<file path="src/rtl/tag_ram_pkg.sv">
// tag_ram_pkg: request op encodings and flush FSM state type for tag_ram_nway
package tag_ram_pkg;
  localparam logic [1:0] OP_LOOKUP  = 2'b00;
  localparam logic [1:0] OP_WRITE   = 2'b01;
  localparam logic [1:0] OP_INV_WAY = 2'b10;
  localparam logic [1:0] OP_INV_SET = 2'b11;
  typedef enum logic {ST_INIT, ST_RUN} state_e;
endpackage

</file>
<file path="src/rtl/ram_sync_read_param.sv">
// ram_sync_read_param: single-port synchronous-read write-first RAM, no reset
module ram_sync_read_param #(
  parameter int AWIDTH = 3,
  parameter int DWIDTH = 8
) (
  input  logic              clock,
  input  logic              we,
  input  logic [AWIDTH-1:0] addr,
  input  logic [DWIDTH-1:0] wdata,
  output logic [DWIDTH-1:0] rdata
);
  logic [DWIDTH-1:0] mem [1 << AWIDTH];
  // write data is forwarded to the read port on a write cycle
  always_ff @(posedge clock) begin
    if (we) begin
      mem[addr] <= wdata;
      rdata <= wdata;
    end else rdata <= mem[addr];
  end
endmodule

</file>
<file path="src/rtl/tag_ram_nway.sv">
// tag_ram_nway: N-way set-associative tag store with valid flush and registered hit compare
module tag_ram_nway
  import tag_ram_pkg::*;
#(
  parameter int AWIDTH = 3,
  parameter int TWIDTH = 14,
  parameter int WAYS = 2,
  localparam int WAYW = (WAYS > 1) ? $clog2(WAYS) : 1
) (
  input  logic                   clock,
  input  logic                   reset,
  input  logic                   init,
  output logic                   busy,
  input  logic                   req_valid,
  output logic                   req_ready,
  input  logic [1:0]             req_op,
  input  logic [AWIDTH-1:0]      req_addr,
  input  logic [TWIDTH-1:0]      req_tag,
  input  logic [WAYW-1:0]        req_way,
  output logic                   rsp_valid,
  output logic                   rsp_hit,
  output logic [WAYW-1:0]        rsp_way,
  output logic                   rsp_multi,
  output logic [WAYS-1:0]        rsp_valids,
  output logic [WAYS*TWIDTH-1:0] rsp_tags
);
  localparam int DEPTH = 1 << AWIDTH;
  localparam logic [AWIDTH-1:0] LAST = AWIDTH'(DEPTH - 1);
  state_e state, state_nx;
  logic [AWIDTH-1:0] cnt, cnt_nx, addr;
  logic acc, is_lookup, vld_wd, lookup_q;
  logic [TWIDTH-1:0] tag_q;
  logic [WAYS-1:0] vld_rd, match, we_t, we_v;
  logic [TWIDTH-1:0] tag_rd [WAYS];
  logic [WAYW-1:0] enc;
  assign busy = state == ST_INIT;
  assign req_ready = state == ST_RUN && !init;
  assign acc = req_valid && req_ready;
  assign is_lookup = acc && req_op == OP_LOOKUP;
  assign addr = busy ? cnt : req_addr;
  assign vld_wd = !busy && req_op == OP_WRITE;
  // flush state and set counter; reset restarts the flush at set 0
  always_ff @(posedge clock or posedge reset) begin
    if (reset) begin
      state <= ST_INIT;
      cnt <= '0;
      lookup_q <= 1'b0;
    end else begin
      state <= state_nx;
      cnt <= cnt_nx;
      lookup_q <= is_lookup;
    end
  end
  // init restarts the sweep from any state; last set cleared returns to RUN
  always_comb begin
    state_nx = init ? ST_INIT : (busy && cnt == LAST) ? ST_RUN : state;
    cnt_nx = (init || !busy) ? '0 : cnt + 1'b1;
  end
  // compare tag is held for the response cycle
  always_ff @(posedge clock) begin
    if (is_lookup) tag_q <= req_tag;
  end
  for (genvar w = 0; w < WAYS; w++) begin : g_way
    assign we_t[w] = acc && req_op == OP_WRITE && req_way == WAYW'(w);
    assign we_v[w] = busy || (acc && (req_op == OP_INV_SET ||
                     ((req_op == OP_WRITE || req_op == OP_INV_WAY) && req_way == WAYW'(w))));
    ram_sync_read_param #(.AWIDTH(AWIDTH), .DWIDTH(TWIDTH)) u_tag (
      .clock(clock), .we(we_t[w]), .addr(addr), .wdata(req_tag), .rdata(tag_rd[w])
    );
    ram_sync_read_param #(.AWIDTH(AWIDTH), .DWIDTH(1)) u_vld (
      .clock(clock), .we(we_v[w]), .addr(addr), .wdata(vld_wd), .rdata(vld_rd[w])
    );
    assign match[w] = vld_rd[w] && tag_rd[w] == tag_q;
    assign rsp_tags[w*TWIDTH +: TWIDTH] = tag_rd[w];
  end
  // lowest matching way wins
  always_comb begin
    enc = '0;
    for (int i = WAYS - 1; i >= 0; i--) enc = match[i] ? WAYW'(i) : enc;
  end
  assign rsp_valid = lookup_q;
  assign rsp_valids = vld_rd;
  assign rsp_hit = lookup_q && |match;
  assign rsp_way = lookup_q ? enc : '0;
  assign rsp_multi = lookup_q && |(match & (match - WAYS'(1)));
endmodule
</file>
<file path="config.mk">
export PLATFORM = sky130hd
export DESIGN_NAME = tag_ram_nway
export DESIGN_NICKNAME = d
export VERILOG_FILES = /design/src/rtl/tag_ram_pkg.sv /design/src/rtl/ram_sync_read_param.sv /design/src/rtl/tag_ram_nway.sv
export SDC_FILE = /design/constraint.sdc
export NUM_CORES = 1
export LEC_CHECK = 0
export ABC_AREA = 1
export CAP_MARGIN = 25
export CORE_MARGIN = 4
export CORE_UTILIZATION = 61
export DETAILED_ROUTE_END_ITERATION = 8
export PLACE_DENSITY = 0.78
export SYNTH_ARGS = -nofsm -noshare
export SYNTH_HDL_FRONTEND = slang
export SYNTH_HIERARCHICAL = 1
export SYNTH_SLANG_ARGS = --single-unit
</file>
<file path="constraint.sdc">
create_clock -name clock -period 3.1 [get_ports clock]
set_clock_uncertainty 0.15 [all_clocks]
set_input_delay 0.465 -clock clock [delete_from_list [all_inputs] [get_ports clock]]
set_output_delay 0.465 -clock clock [all_outputs]
set_load 0.01 [all_outputs]
</file>
==> reports/results.tsv, run 1 <==
stage	metric	value	unit
clock_network	htree_levels	1	
logic_synthesis	ys_types	24	
setup_path	path_max_fanout	8	
timing	setup_viol	0	
logic_synthesis	syn-mean-instance-area	9.25	µm²
drt	vias	8967	
final_layout	nets	1486	
setup_path	crit_chain	inv_8 -> clkbuf_16 -> nand2_1 -> nand3_1 -> nand2_1 -> nand2_1 -> nand2_2 -> inv_1 -> nand2_1 -> nand2_1 -> nor2_1 -> nand2_1 -> nor2_2 -> nand2_2 -> nor2_1 -> buf_2	
clock_network	clkSinkCount	271	
placed_design	placed_area	13500	µm²
die	start_util	0.619	
power	p_switching	2.01	mW
die	pin_count	60	
clock_network	clk_latency	0.53	ns
final_layout	final_core_util	0.729	
flow_run	maxCapViolations	0	
placed_design	detailed_place_hpwl	18.2	mm
setup_path	cp.arrival	2.44	ns
die	num_rows	52	
logic_synthesis	synthCells	1351	
clock_network	cts_max_path_buffers	3	
setup_path	cp-start-kind	flop	
die	coreArea	20200	µm²
setup_path	crit_top_cell	nand2_1	
timing	drv_slew	0	
setup_path	crit_required	2.48	ns
die	dieWidth	151	µm
setup_path	critical_path_class	flop to output port	
timing	maxSlewHeadroom	0.455	
power	internal-power	6.28	mW
setup_path	slowest_delay	0.42	ns
grt	grt_usage	0.259	
timing	tightest_slew	0.816	ns
power	seqPwrFrac	0.488	
timing	min_period	3.06	ns
power	p_sw_frac	0.243	
drt	first_pass_iters	5	
placed_design	numPortBuffers	59	
final_layout	antennaDiodeCount	0	
setup_path	critPathTopFamily	simple AND/OR/NAND/NOR gates	
timing	hold_violations	0	
final_layout	fin_area	14700	µm²
setup_path	worst_setup_path_end_kind	output port	
logic_synthesis	syn-num-nets	1380	
worst_hold_path	hold_path.class	flop to flop	
final_layout	fillers	1396	
final_layout	syn2layout_area_growth	17.6	%
drt	drt-wirelength-per-cell	16.6	µm
power	p_comb_frac	0.138	
logic_synthesis	synth_top_area_frac	0.611	
logic_synthesis	synth.cell_area	12500	µm²
clock_network	numCtsBuffers	26	
placed_design	dp.cells	1684	
placed_design	gp_congestion	0.862	
clock_network	cts_tree	done	
timing	max_freq	0.327	GHz
logic_synthesis	yosys_warnings	6	
timing	rsz0062_at_grt	yes	
grt	grt_max_degree	33	
drt	drc	0	
grt	antenna_found_initial	0	
grt	grt_pass1_wl	45.0	mm
logic_synthesis	synth_top_cells_by_area	edfxtp_1 61%, nand2_1 15%, inv_1 6.3%	
logic_synthesis	synth-seq-cells	271	
clock_network	path_clk_slew	0.06	ns
drt	drt-initial-drc-count	863	
logic_synthesis	yosysSeqAreaShare	0.640	
drt	drtAntennaViolNets	0	
timing	fin_crit_sh	0.986	
logic_synthesis	synth_top_area_cell	edfxtp_1	
power	powerDensity	564	nW/µm²
run_status	status	finished, final reports clean	
power	power.leakage	6.72	nW
grt	grt_pass1_vias	8705	
power	clkPwrFrac	0.374	
clock_network	cts_root_buf	clkbuf_16	
final_layout	drive_above_1_share	0.171	
drt	routed_wl	29.1	mm
die	die_height	151	µm
setup_path	crit_buf_inv	4	
grt	gr-total-overflow	0	
setup_path	crit_path_top_delay_cell	dfxtp_4	
die	die-area	22800	µm²
timing	holdWs	0.325	ns
power	vdd_ir_drop_max	519	µV
drt	viasPerCell	5.13	
final_layout	finalNonFillerCells	1747	
-- metrics by stage --
| stage | setup WS (ns) | power, mW | TNS (ns) |
|---|---|---|---|
| 2_1_floorplan | 0.861 | 4.70 | 0 |
| 3_3_place_gp | 0.0925 | 5.12 | 0 |
| 3_5_place_dp | 0.0407 | 5.14 | 0 |
| 4_1_cts | -0.0185 | 8.27 | -0.0223 |
| 5_1_grt | -0.107 | 8.60 | -0.316 |
| 6_report | 0.0437 | 8.29 | 0 |
-- kinds of logic after synthesis --
kind of cell	count (synthesis)	share of synthesized area
AOI/OAI and AO/OA	8	0.00361
xor gates and xnor gates	4	0.00280
adders and majority gates	5	0.00501
buffers and inverters	355	0.121
DFF	271	0.640
and+or+nand+nor	708	0.228
-- per-layer routing --
metal	global-route usage	up-vias	wire length [µm]
met5	0	-	0
met4	0.0861	0	811
met3	0.0464	63	2550
met2	0.445	349	14300
met1	0.334	4204	11400
li1	-	4351	-
-- registers in the layout, indices dropped and copies added, names as in the netlist, named ones only --
signal	cells
cnt	3
g_way.u_vld/mem	16
g_way.u_tag/mem	224
state	1
tag_q	14
rsp_valid	1
-- worst reg2reg max path, stage by stage (launching register included) --
cell and delay (ns):
dfrtp_1 0.50, inv_2 0.13, nand2_1 0.08, nand2_1 0.39
inv_1 0.21, nand2_1 0.08, nor2_1 0.12, buf_4 0.29
-- synthesized netlist by cell type, drive strengths merged --
cell type,instances
clkbuf,2
a21boi,1
o21a,1
nand2,519
edfxtp,254
a21oi,2
clkinv,10
ha,5
buf,36
o21ai,4
inv,307
nor2,64
dfrtp,5
xnor2,4
nand3,125
dfxtp,12
-- power by group through the flow --
| stage | Sequential, mW | Clock [mW] | Combinational [mW] |
|---|---|---|---|
| after floorplan | 4.11 | 0 | 0.588 |
| final | 4.05 | 3.10 | 1.14 |
| after CTS | 4.04 | 3.13 | 1.10 |
| after detailed placement | 4.12 | 0 | 1.02 |
| after global routing | 4.05 | 3.30 | 1.25 |
| after global placement | 4.12 | 0 | 0.996 |
-- placed cells by master (no fill, tap or decap), drive strengths merged --
cell type | Yosys | final
nand3 | 125 | 125
clkbuf | 2 | 37
xnor2 | 4 | 4
nor2 | 64 | 64
ha | 5 | 5
buf | 36 | 56
a21oi | 2 | 2
dfrtp | 5 | 5
nand2 | 519 | 519
o21ai | 4 | 4
dfxtp | 12 | 12
edfxtp | 254 | 254
dlygate4sd3 | 0 | 1
bufinv | 0 | 2
o21a | 1 | 1
clkinv | 10 | 21
clkdlybuf4s50 | 0 | 56
a21boi | 1 | 1
inv | 307 | 308
-- what timing repair did --
action / in CTS / in global routing
resized for setup: 46 / 24
setup buffers: 7 / 4
hold buffers: 1 / 0
cloned: 2 / 2
hold endpoints to repair: 5 / 0
pin swaps: 9 / 17
endpoints found under the setup margin: 3 / 3
-- layout make-up --
type / count / area (µm²) / share of cell area
clock inverters: 14 / 115 / 0.00783
flip-flops and latches: 271 / 8000 / 0.545
multi-input cells: 725 / 3100 / 0.211
well taps: 270 / 338 / 0.0230
inverters: 317 / 1220 / 0.0829
repair buffers: 116 / 1200 / 0.0819
clock buffers: 34 / 722 / 0.0491
-- path summary, 6_finish.rpt --
check | from | end | slack [ns] | cells after the start
min in group asynchronous | reset | rsp_valid | 0.54 | 3
min reg2reg | cnt[0] | cnt[0] | 0.32 | 1
max | flop | rsp_way | 0.04 | 16
max reg2reg | state | g_way[0].u_tag/mem[4][7] | 0.81 | 7
min | cnt[0] | cnt[0] | 0.32 | 1
max in group asynchronous | reset | cnt[1] | 2.09 | 3
Power figures use the tool's default switching activity.
==> run 2: changes to the inputs <==
- SETUP_SLACK_MARGIN: unset -> 0.2
- SKIP_LAST_GASP: unset -> 1
==> reports/results.tsv, run 2 (same netlist as run 1, synthesis figures left out) <==
stage	metric	value	unit	change
power	power.leakage	6.86	nW	was 6.72 nW
clock_network	cts_root_buf	clkbuf_16		unchanged
timing	hold_violations	0		unchanged
setup_path	crit_required	2.48	ns	about the same
die	dieWidth	151	µm	unchanged
drt	routed_wl	29.6	mm	was 29.1 mm
timing	maxSlewHeadroom	0.464		was 0.455
grt	grt_usage	0.265		was 0.259
grt	grt_pass1_vias	8855		was 8705
grt	grt_pass1_wl	46.0	mm	was 45.0 mm
timing	timing.final.ws_setup	-0.0153	ns	was 0.0437 ns
timing	setup_viol	2		was 0
timing	fin_crit_sh	1.00		was 0.986
final_layout	final_cell_mix	480 x nand2_1, 254 x edfxtp_1, 207 x inv_1		was 487 x nand2_1, 254 x edfxtp_1, 207 x inv_1
power	p_switching	2.03	mW	was 2.01 mW
final_layout	final_common_cell	nand2_1		unchanged
die	coreArea	20200	µm²	unchanged
final_layout	largest_reg_flops	224		unchanged
setup_path	critical_path_class	flop to output port		unchanged
timing	rsz0062_at_grt	yes		unchanged
drt	vias	9053		was 8967
drt	drt-wirelength-per-cell	16.9	µm	was 16.6 µm
clock_network	clk_latency	0.52	ns	was 0.53 ns
power	internal-power	6.30	mW	was 6.28 mW
final_layout	nets	1493		was 1486
clock_network	numCtsBuffers	26		unchanged
final_layout	antennaDiodeCount	0		unchanged
placed_design	detailed_place_hpwl	18.2	mm	unchanged
final_layout	fillers	1367		was 1396
final_layout	finalNonFillerCells	1754		was 1747
timing	max_freq	0.321	GHz	was 0.327 GHz
final_layout	drive_above_1_share	0.183		was 0.171
die	die-area	22800	µm²	unchanged
timing	tightest_slew	0.802	ns	was 0.816 ns
final_layout	syn2layout_area_growth	19.1	%	was 17.6%
run_status	status	complete, but fails checks		was finished, final reports clean
drt	first_pass_iters	5		unchanged
grt	antenna_found_initial	1		was 0
placed_design	numPortBuffers	59		unchanged
final_layout	area.sequential	8000	µm²	unchanged
drt	drtAntennaViolNets	0		unchanged
die	start_util	0.619		unchanged
timing	drv_slew	0		unchanged
die	die_height	151	µm	unchanged
drt	viasPerCell	5.16		was 5.13
setup_path	slowest_delay	0.43	ns	was 0.42 ns
final_layout	final_core_util	0.737		was 0.729
die	pin_count	60		unchanged
final_layout	multi_input_area	3150	µm²	was 3100 µm²
power	p_sw_frac	0.243		about the same
setup_path	crit_chain	inv_8 -> buf_12 -> buf_16 -> buf_4 -> nand2_2 -> nand3_2 -> nand2_1 -> nand2_1 -> nand2_2 -> o21ai_2 -> nor2_1 -> nand2_1 -> nor2_2 -> nand2_2 -> nor2_1 -> buf_2		was inv_8 -> clkbuf_16 -> nand2_1 -> nand3_1 -> nand2_1 -> nand2_1 -> nand2_2 -> inv_1 -> nand2_1 -> nand2_1 -> nor2_1 -> nand2_1 -> nor2_2 -> nand2_2 -> nor2_1 -> buf_2
placed_design	gp_congestion	0.862		unchanged
setup_path	crit_path_top_delay_cell	dfxtp_4		unchanged
flow_run	maxCapViolations	0		unchanged
power	p_comb_frac	0.141		was 0.138
setup_path	worst_setup_path_end_kind	output port		unchanged
drt	drt-initial-drc-count	963		was 863
power	clkPwrFrac	0.373		was 0.374
drt	drc	0		unchanged
timing	min_period	3.12	ns	was 3.06 ns
placed_design	placed_area	13500	µm²	unchanged
clock_network	htree_levels	1		unchanged
final_layout	top_regs	g_way.u_tag/mem x224, g_way.u_vld/mem x16, tag_q x14		unchanged
power	seqPwrFrac	0.486		was 0.488
clock_network	path_clk_slew	0.06	ns	about the same
grt	gr-total-overflow	0		unchanged
power	p_total	8.33	mW	was 8.29 mW
run_status	violations	setup timing		
clock_network	cts_tree	done		unchanged
setup_path	cp.arrival	2.50	ns	was 2.44 ns
power	powerDensity	560	nW/µm²	was 564 nW/µm²
final_layout	fin_area	14900	µm²	was 14700 µm²
setup_path	cp-start-kind	flop		unchanged
setup_path	r2r_slack	0.85	ns	was 0.81 ns
die	num_rows	52		unchanged
clock_network	cts_max_path_buffers	3		unchanged
grt	grt_max_degree	33		unchanged
final_layout	regMostFlops	g_way.u_tag/mem		unchanged
clock_network	clkSinkCount	271		unchanged
placed_design	dp.cells	1684		unchanged
worst_hold_path	hold_path.class	flop to flop		unchanged
power	vdd_ir_drop_max	588	µV	was 519 µV
setup_path	path_max_fanout	8		unchanged
## run 2: repair_timing
action	in CTS	in global routing
gates resized for setup	77	18
endpoints found under the hold margin	5	0
hold buffers	1	0
cloned	5	0
endpoints found under the setup margin	7	10
pin swaps	28	16
buffers inserted	11	5
## run 2: area by class of cell
type / instances / area share
sequential: 271 / 0.538
multi-input combinational: 725 / 0.211
timing repair buffer: 123 / 0.0898
inverter: 317 / 0.0817
clock buffer: 34 / 0.0485
tap: 270 / 0.0227
clock inverter: 14 / 0.00774
## run 2: critical path: cells and delay by family, from the launching register on
kind                   cells  cell delay, ns
AND/OR/NAND/NOR           10            0.87
AO/OA/AOI/OAI              1            0.07
flip-flops                 1            0.43
buffers and inverters      5            0.60
## run 2: power by group through the flow
stage | logic (mW) | clock network (mW) | registers, mW
2_1_floorplan | 0.588 | 0 | 4.11
3_3_place_gp | 0.996 | 0 | 4.12
3_5_place_dp | 1.02 | 0 | 4.12
4_1_cts | 1.14 | 3.13 | 4.04
5_1_grt | 1.28 | 3.31 | 4.05
6_report | 1.18 | 3.10 | 4.05
## run 2: final timing paths
kind | cells after the start | end | from
max | 16 | rsp_way | flop
min | 1 | cnt[0] | cnt[0]
max reg2reg | 7 | g_way[0].u_tag/mem[4][1] | state
min reg2reg | 1 | cnt[0] | cnt[0]
max in group asynchronous | 3 | state | reset
min in group asynchronous | 3 | rsp_valid | reset
## run 2: metal layers
layer | track usage | vias up | wire, µm
met5 | 0 | - | 0
met4 | 0.0902 | 0 | 743
met3 | 0.0461 | 66 | 2470
met2 | 0.457 | 359 | 14900
met1 | 0.340 | 4263 | 11500
li1 | - | 4365 | -
## run 2: through the flow
stage | TNS [ns] | hold slack, ns | worst slack (ns)
finish | -0.0156 | 0.325 | -0.0153
global route | -0.369 | 0.356 | -0.136
global placement | 0 | 0.309 | 0.0925
CTS | 0 | 0.317 | 0.104
floorplan | 0 | 0.0935 | 0.861
detailed placement | 0 | 0.309 | 0.0407
==> run 3: changes to the inputs <==
- ABC_CLOCK_PERIOD_IN_PS: unset -> 3100
- CAP_MARGIN: 25 -> 20
- SLEW_MARGIN: unset -> 5
==> results of run 3 <==
No change in the layout: final DEF, timing and power equal those of run 2.
